`src/rtl/branch_predict_resolve_pkg.sv`:
```
// Shared definitions for the branch predictor/resolver: branch funct3 codes,
// 2-bit counter encodings and the saturating counter step.
package branch_predict_resolve_pkg;

  localparam logic [2:0] F3_BEQ  = 3'b000;
  localparam logic [2:0] F3_BNE  = 3'b001;
  localparam logic [2:0] F3_BLT  = 3'b100;
  localparam logic [2:0] F3_BGE  = 3'b101;
  localparam logic [2:0] F3_BLTU = 3'b110;
  localparam logic [2:0] F3_BGEU = 3'b111;

  typedef enum logic [1:0] {
    CTR_SNT = 2'b00,
    CTR_WNT = 2'b01,
    CTR_WT  = 2'b10,
    CTR_ST  = 2'b11
  } ctr_e;

  localparam ctr_e CTR_RESET = CTR_WNT;

  // One training step of a 2-bit counter, saturating at both ends.
  function automatic ctr_e ctr_next(input ctr_e c, input logic taken);
    ctr_e n;
    n = c;
    if (taken && (c != CTR_ST)) begin
      n = ctr_e'(2'(c + 2'd1));
    end else if (!taken && (c != CTR_SNT)) begin
      n = ctr_e'(2'(c - 2'd1));
    end
    return n;
  endfunction

endpackage

```
`src/rtl/bht_2bit.sv`:
```
// Bimodal history table: array of 2-bit saturating counters with one
// combinational read port and one training write port.
module bht_2bit
  import branch_predict_resolve_pkg::*;
#(
  parameter  int unsigned ENTRIES = 64,
  localparam int unsigned IDX     = $clog2(ENTRIES)
) (
  input  logic           clk,
  input  logic           rst_n,
  input  logic [IDX-1:0] rd_idx_i,
  output logic           rd_taken_o,
  input  logic [IDX-1:0] wr_idx_i,
  input  logic           wr_taken_i,
  input  logic           wr_en_i
);

  ctr_e cnt_q [ENTRIES];

  always_ff @(posedge clk or negedge rst_n) begin
    if (!rst_n) begin
      for (int unsigned i = 0; i < ENTRIES; i++) begin
        cnt_q[i] <= CTR_RESET;
      end
    end else if (wr_en_i) begin
      cnt_q[wr_idx_i] <= ctr_next(cnt_q[wr_idx_i], wr_taken_i);
    end
  end

  // Reads see the registered array only, so a same-cycle write is not bypassed.
  assign rd_taken_o = cnt_q[rd_idx_i][1];

endmodule

```
`src/rtl/branch_predict_resolve.sv`:
```
// Branch predict/resolve unit: IF-stage BHT lookup, EX-stage outcome decode,
// redirect generation, BHT training and branch/mispredict counters.
module branch_predict_resolve
  import branch_predict_resolve_pkg::*;
#(
  parameter int unsigned BHT_ENTRIES = 64
) (
  input  logic        clk,
  input  logic        rst_n,
  input  logic [31:0] if_pc,
  output logic        if_pred_taken,
  input  logic        ex_valid,
  input  logic        ex_stall,
  input  logic        ex_is_branch,
  input  logic        ex_is_jump,
  input  logic [2:0]  ex_funct3,
  input  logic [31:0] ex_pc,
  input  logic [31:0] ex_target,
  input  logic        ex_pred_taken,
  input  logic        BrEq,
  input  logic        BrLT,
  output logic        BrUn,
  output logic        redirect,
  output logic [31:0] redirect_pc,
  output logic [31:0] branch_cnt,
  output logic [31:0] mispredict_cnt
);

  localparam int unsigned IDX = $clog2(BHT_ENTRIES);

  logic        fire;
  logic        legal;
  logic        taken;
  logic        br_fire;
  logic        jmp_fire;
  logic        mispredict;
  logic [31:0] branch_cnt_q, branch_cnt_d;
  logic [31:0] mispredict_cnt_q, mispredict_cnt_d;
  logic        unused_pc_bits;

  assign unused_pc_bits = ^{if_pc[31:IDX+2], if_pc[1:0]};

  // Branch outcome from comparator flags; 010/011 decode as illegal.
  always_comb begin
    legal = 1'b1;
    taken = 1'b0;
    unique case (ex_funct3)
      F3_BEQ:          taken = BrEq;
      F3_BNE:          taken = !BrEq;
      F3_BLT, F3_BLTU: taken = BrLT;
      F3_BGE, F3_BGEU: taken = !BrLT;
      default:         legal = 1'b0;
    endcase
  end

  assign fire       = ex_valid & ~ex_stall & (ex_is_branch | ex_is_jump);
  assign jmp_fire   = fire & ex_is_jump;
  assign br_fire    = fire & ~ex_is_jump & ex_is_branch & legal;
  assign mispredict = br_fire & (taken ^ ex_pred_taken);

  assign BrUn        = ex_funct3[1];
  assign redirect    = jmp_fire | mispredict;
  assign redirect_pc = (mispredict & ~taken) ? (ex_pc + 32'd4) : ex_target;

  always_comb begin
    branch_cnt_d     = branch_cnt_q;
    mispredict_cnt_d = mispredict_cnt_q;
    if (br_fire) begin
      branch_cnt_d = branch_cnt_q + 32'd1;
    end
    if (mispredict) begin
      mispredict_cnt_d = mispredict_cnt_q + 32'd1;
    end
  end

  always_ff @(posedge clk or negedge rst_n) begin
    if (!rst_n) begin
      branch_cnt_q     <= '0;
      mispredict_cnt_q <= '0;
    end else begin
      branch_cnt_q     <= branch_cnt_d;
      mispredict_cnt_q <= mispredict_cnt_d;
    end
  end

  assign branch_cnt     = branch_cnt_q;
  assign mispredict_cnt = mispredict_cnt_q;

  bht_2bit #(
    .ENTRIES (BHT_ENTRIES)
  ) u_bht (
    .clk        (clk),
    .rst_n      (rst_n),
    .rd_idx_i   (if_pc[IDX+1:2]),
    .rd_taken_o (if_pred_taken),
    .wr_idx_i   (ex_pc[IDX+1:2]),
    .wr_taken_i (taken),
    .wr_en_i    (br_fire)
  );

endmodule
```
`config.mk`:
```
export PLATFORM = sky130hd
export DESIGN_NAME = branch_predict_resolve
export DESIGN_NICKNAME = d
export VERILOG_FILES = /design/src/rtl/branch_predict_resolve_pkg.sv /design/src/rtl/bht_2bit.sv /design/src/rtl/branch_predict_resolve.sv
export SDC_FILE = /design/constraint.sdc
export NUM_CORES = 1
export LEC_CHECK = 0
export BUFFER_PORTS_ARGS = -buffer_cell sky130_fd_sc_hd__buf_2
export CORE_ASPECT_RATIO = 0.7
export CORE_MARGIN = 4
export CORE_UTILIZATION = 48
export DETAILED_ROUTE_END_ITERATION = 8
export GPL_ROUTABILITY_DRIVEN = 0
export PLACE_DENSITY = 0.74
export REMOVE_ABC_BUFFERS = 1
export SLEW_MARGIN = 20
export SYNTH_ARGS = -nofsm -noshare
export SYNTH_HDL_FRONTEND = slang
export SYNTH_SLANG_ARGS = --single-unit
```
`constraint.sdc`:
```
create_clock -name clk -period 5.1 [get_ports clk]
set_clock_uncertainty 0.1 [all_clocks]
set_input_delay 1.02 -clock clk [delete_from_list [all_inputs] [get_ports clk]]
set_output_delay 1.02 -clock clk [all_outputs]
set_load 0.1 [all_outputs]
```
==> flow_summary.yaml, run 1 <==
power_and_ir_drop:
  switching_power_w: 0.00132
  leakagePower_nw: 6.00
  power_frac_comb_pct: 21.5
  power_switching_share_pct: 34.4
  power_frac_seq_pct: 42.8
  power_density_nw_per_um2: 273
  p_clk_share_pct: 35.6
  peakVddDrop_v: 0.000275
  intPower_w: 0.00251
  p_total_w: 0.00383
floorplanning:
  fp.dieArea_sq_um: 27300
  die_y_microns: 139
  boundaryPins: 207
  rows: 47
  dieWidth_microns: 196
  core_sq_um: 23900
  start_util_pct: 49.4
sta:
  rsz0062_at_grt: "false"
  tightest_slew_ns: 1.03
  drv_slew: 0
  finalSetupViolations: 0
  relSlewSlack_pct: 31.4
  fin_ws_ns: 0.266
  fin_setup_tns_ns: 0
  period_needed_ns: 4.83
  finalCritPeriodShare_pct: 94.8
  timing.fmax_mhz: 207
  finalHoldViolCount: 0
route:
  routed-via-count: 11200
  viasPerCell: 6.25
  drtPass1Iterations: 6
  routedWlPerCell_microns: 20.9
  route.detailed.drc: 0
  drtIter0Drc: 1520
  drtAntennaViolNets: 0
  wl_microns: 37400
layout:
  final_area_sq_um: 14100
  drive_gt1_share_pct: 26.2
  num_antenna_cells: 0
  syn2layout_area_growth_pct: 18.7
  num-nets-final: 1576
clock_network:
  cts_inserted_buffers: 17
  post-cts-setup-buffers: 0
  cts.sinks: 192
  cts_tree: "yes"
  clock-root-buffer: "clkbuf_16"
  cts.path.max_buffers: 2
  cts_resized: 0
  htree_levels: 4
  path_clk_slew_ns: 0.08
  clk_latency_ns: 0.44
  hold_buffers: 0
critical_path:
  slowest_delay_ns: 0.47
  crit_fanout: 23
  reg2reg_setup_slack_ns: 1.37
  start_kind: "input port"
  r2r-start: "u_bht.cnt_q[25]$_DFFE_PN0P_"
  path_cells: "buf_2 > buf_4 > buf_4 > nand2_1 > nor3_1 > nand3_1 > nor3b_1 > xnor2_1 > o21ai_0 > buf_12"
  rr_endpoint: "u_bht.cnt_q[107]$_DFFE_PN0P_"
  cp_slowest_cell: "buf_2"
  cpMostUsedCell: "buf_4"
  required_ns: 3.98
  end_kind: "primary output"
  worstPathArrival_ns: 3.71
  ff2ff_path_depth: 12
  setup.worst_path.class: "input port to primary output"
global_route:
  grt_use_total_pct: 26.9
  grt_pass1_wl_microns: 59200
  grt-ovfl-total: 0
  grt_start_max_net_pins: 121
  antenna_found_initial: 0
  grt_pass1_vias: 10600
status:
  status: "finished, final reports clean"
logic_synthesis:
  synth_seq_cells: 192
  syn_avg_cell_area_sq_um: 8.96
  seq_area_frac_synth_pct: 41.3
  netlist_area_sq_um: 11800
  ys_async_sr_fraction_pct: 100
  synth_flop_cell: "dfrtp_1"
  synth_enable_flop_cells: 0
  ys_warn_count: 0
  yosysUniqueCellTypes: 59
  postSynthCellCount: 1321
run:
  cap_violations: 0
place:
  dp_worst_setup_slack_ns: 0.284
  dpl_cell_area_sq_um: 13500
  io_buffer_count: 180
  dp_hpwl_microns: 26500
hold_path:
  hold_depth: 1
  hold_path.class: "flip-flop to flip-flop"
  min_from: "branch_cnt[31]$_DFFE_PN0P_"
  holdPathEnd: "branch_cnt[31]$_DFFE_PN0P_"
-- power groups by stage --
stage	combinational [W]	sequential (W)	clock, W
finish	0.000825	0.00164	0.00137
CTS	0.000822	0.00164	0.00138
global placement	0.000811	0.00166	0
floorplan	0.000354	0.00180	0
detailed placement	0.000820	0.00167	0
global route	0.000869	0.00165	0.00146
-- metal layers --
metal,GRT usage (%),vias to the layer above,routed length (microns)
li1,-,5050,-
met5,0,-,0
met1,39.3,5399,15500
met2,40.1,703,16600
met3,7.68,62,4700
met4,6.24,0,640
-- worst max path at each step --
stage,endpoint,cells past startpoint,startpoint
2_1_floorplan,redirect_pc[2],4,ex_is_jump
3_3_place_gp,redirect_pc[20],10,ex_pc[4]
3_5_place_dp,redirect_pc[30],10,ex_pc[4]
4_1_cts,redirect_pc[30],10,ex_pc[4]
5_1_grt,redirect_pc[30],10,ex_pc[4]
6_report,redirect_pc[30],10,ex_pc[4]
-- cells in the mapped netlist (5+ instances only) --
| master | number | share of area [%] |
|---|---|---|
| nand3_1 | 138 | 5.8 |
| nor2_1 | 188 | 6.0 |
| a31oi_1 | 63 | 3.3 |
| clkbuf_1 | 69 | 2.2 |
| o21ai_0 | 65 | 2.7 |
| dfstp_2 | 64 | 14 |
| xnor2_1 | 56 | 4.1 |
| ha_1 | 5 | 0.53 |
| nand4_1 | 25 | 1.3 |
| mux2i_1 | 16 | 1.4 |
| dfrtp_1 | 128 | 27 |
| o211ai_1 | 33 | 2.1 |
| buf_6 | 6 | 0.57 |
| mux2_2 | 18 | 1.7 |
| mux4_2 | 38 | 7.2 |
| and3_1 | 22 | 1.2 |
| or4_1 | 20 | 1.3 |
| buf_1 | 7 | 0.22 |
| inv_1 | 12 | 0.38 |
| a22oi_1 | 6 | 0.38 |
| and2_1 | 8 | 0.42 |
| a21oi_1 | 16 | 0.68 |
| nor3_1 | 22 | 0.93 |
| xor2_1 | 38 | 2.8 |
| buf_2 | 12 | 0.51 |
| nand3b_1 | 5 | 0.32 |
| buf_4 | 5 | 0.32 |
| nor3b_1 | 7 | 0.44 |
| nand2_1 | 164 | 5.2 |
| and4_1 | 15 | 1.1 |
-- kinds of logic (layout without fill, tap and decap cells) --
logic type	Yosys count	in the layout	share of synthesized area, %
AO/OA/AOI/OAI	214	214	11.6
buffers and inverters	113	268	4.25
AND/OR/NAND/NOR	631	631	25.1
adder cells (fa/ha/maj)	5	5	0.529
multiplexers	72	72	10.3
XOR/XNOR	94	94	6.96
flip-flops	192	192	41.3
-- through the flow --
stage | cells | utilization (%) | hold slack (ns)
finish | 1794 | 58.7 | 0.368
global route | 1794 | 58.7 | 0.398
CTS | 1794 | 58.7 | 0.370
detailed placement | 1762 | 56.2 | 0.358
global placement | 1762 | 56.2 | 0.353
floorplan | 1222 | - | 0.354
-- critical path, delay by kind of cell --
| kind | cells | cell delay [ns] |
|---|---|---|
| xor+xnor | 1 | 0.09 |
| buf+inv | 4 | 1.30 |
| simple gates | 4 | 0.96 |
| compound gates | 1 | 0.31 |
-- area by class of cell --
| type | count | area [sq um] |
|---|---|---|
| Multi-Input combinational cell | 1016 | 6480 |
| Inverter | 14 | 52.6 |
| Clock inverter | 15 | 166 |
| Timing Repair Buffer | 222 | 1640 |
| Tap cell | 318 | 398 |
| Clock buffer | 17 | 425 |
| Fill cell | 2061 | 9880 |
| Sequential cell | 192 | 4880 |
-- flip-flops by register name (all words and copies together) (netlist names) --
register / cells
branch_cnt: 32
mispredict_cnt: 32
u_bht.cnt_q: 128
-- cells in the final DEF (no fill, tap or decap), types with 8 or more instances in the layout --
cell / n
dfstp_2: 64
buf_4: 35
nor2_1: 187
xnor2_1: 56
clkbuf_16: 17
o211ai_1: 33
mux4_2: 38
dfrtp_1: 128
and4_1: 15
mux2_2: 18
buf_12: 29
o21ai_0: 65
and2_1: 8
nand4_1: 25
buf_2: 157
xor2_1: 38
a31oi_1: 63
mux2i_1: 15
nor3_1: 22
and3_1: 22
nand2_1: 164
or4_1: 20
inv_1: 12
nand3_1: 137
a21oi_1: 15
(Power assumes the default switching activity.)
==> run 2, diff against run 1 <==
- CORE_MARGIN: 4 -> default
- clock period: 5.1 -> 5.41 ns (I/O delays scaled with it)
==> flow_summary.yaml, run 2 (synthesis gave the netlist of run 1 again) <==
layout:
  regMostFlops: "u_bht.cnt_q"
  layout_common_cells: "nor2_1 (187), nand2_1 (164), buf_2 (159), nand3_1 (137), dfrtp_1 (128)"
  num-nets-final: 1570
  instances_no_fill: 1790
  final_area_sq_um: 14000
  layout_commonest_cell: "nor2_1"
  drive_gt1_share_pct: 25.9
  syn2layout_area_growth_pct: 17.9
  largest_reg_flops: 128
floorplanning:
  core_sq_um: 23900
  start_util_pct: 49.4
  dieWidth_microns: 190
  boundaryPins: 207
  die_y_microns: 133
  fp.dieArea_sq_um: 25300
  rows: 47
place:
  io_buffer_count: 180
  dpl_cell_area_sq_um: 13400
  dp_hpwl_microns: 25700
  dp_cells: 1756
route:
  routed-via-count: 11100
  wl_microns: 37100
  drtPass1Iterations: 8
  viasPerCell: 6.17
  routedWlPerCell_microns: 20.7
  drtIter0Drc: 1416
  route.detailed.drc: 0
  drtAntennaViolNets: 0
clock_network:
  post-cts-setup-buffers: 0
  cts_resized: 0
  clk_latency_ns: 0.45
  clock-root-buffer: "clkbuf_16"
  hold_buffers: 0
  cts_tree: "yes"
  path_clk_slew_ns: 0.08
  cts_inserted_buffers: 17
  htree_levels: 4
  cts.sinks: 192
  cts.path.max_buffers: 2
critical_path:
  ff2ff_path_depth: 12
  worstPathArrival_ns: 3.63
  reg2reg_setup_slack_ns: 1.71
  r2r-start: "u_bht.cnt_q[95]$_DFFE_PN0P_"
  critPathTopFamily: "buffers and inverters"
  start_kind: "input port"
  cp_num_buf_inv: 3
  cp-endpoint: "redirect_pc[30]"
  crit_fanout: 27
  cp_slowest_cell: "buf_2"
  end_kind: "primary output"
  worst-path-stages: 10
  startpoint: "ex_pc[3]"
  rr_endpoint: "u_bht.cnt_q[49]$_DFFE_PN0P_"
  slowest_delay_ns: 0.61
  setup.worst_path.class: "input port to primary output"
  required_ns: 4.23
  path_cells: "buf_2 > ha_1 > nand2_1 > nor3_1 > buf_4 > nand3_1 > nor3b_1 > xnor2_1 > o21ai_0 > buf_12"
global_route:
  grt-ovfl-total: 0
  grt_start_max_net_pins: 108
  grt_pass1_vias: 10500
  antenna_found_initial: 3
  grt_use_total_pct: 29.6
  grt_pass1_wl_microns: 58000
sta:
  finalHoldViolCount: 0
  fin_setup_tns_ns: 0
  finalCritPeriodShare_pct: 89.0
  period_needed_ns: 4.81
  relSlewSlack_pct: 31.3
  tightest_slew_ns: 1.02
  drv_slew: 0
  rsz0062_at_grt: "false"
  holdWs_ns: 0.375
  finalSetupViolations: 0
  timing.fmax_mhz: 208
status:
  status: "finished, final reports clean"
power_and_ir_drop:
  leakagePower_nw: 5.94
  peakVddDrop_v: 0.000220
  power_density_nw_per_um2: 256
hold_path:
  hold_path.class: "flip-flop to flip-flop"
run:
  cap_violations: 0
-- run 2: how the worst min path moves through the flow --
stage	from	end	cells past startpoint
CTS	branch_cnt[31]$_DFFE_PN0P_	branch_cnt[31]$_DFFE_PN0P_	1
floorplan	u_bht.cnt_q[42]$_DFFE_PN1P_	u_bht.cnt_q[42]$_DFFE_PN1P_	2
global placement	mispredict_cnt[31]$_DFFE_PN0P_	mispredict_cnt[31]$_DFFE_PN0P_	1
detailed placement	branch_cnt[31]$_DFFE_PN0P_	branch_cnt[31]$_DFFE_PN0P_	1
finish	branch_cnt[31]$_DFFE_PN0P_	branch_cnt[31]$_DFFE_PN0P_	1
global route	mispredict_cnt[21]$_DFFE_PN0P_	mispredict_cnt[21]$_DFFE_PN0P_	1
-- run 2: area by class of cell --
cell class	count	area (sq um)
fill	2051	9980
multi-input combinational	1016	6480
sequential	192	4880
timing repair buffer	216	1560
clock buffer	17	425
tap	318	398
clock inverter	15	149
inverter	14	52.6
antenna	2	5.00
-- run 2: stage by stage --
step	util [%]	setup WS (ns)	power [W]
floorplan	-	-1.56	0.00203
global placement	55.9	0.520	0.00232
detailed placement	55.9	0.427	0.00233
CTS	58.3	0.612	0.00357
global route	58.3	0.355	0.00369
finish	58.3	0.597	0.00357
-- run 2: routing by layer --
layer / vias to the layer above / wire (microns) / track usage, %
met3: 83 / 4240 / 9.75
met2: 618 / 16500 / 44.3
li1: 5044 / - / -
met4: 4 / 890 / 9.68
met5: - / 25 / 0
met1: 5301 / 15400 / 40.4
-- run 2: power by group --
part	internal, W	leakage (nW)	switching, W	total (W)
sequential	0.00150	2.42	0.0000480	0.00154
combinational	0.000208	3.24	0.000567	0.000774
clock	0.000614	0.280	0.000641	0.00126
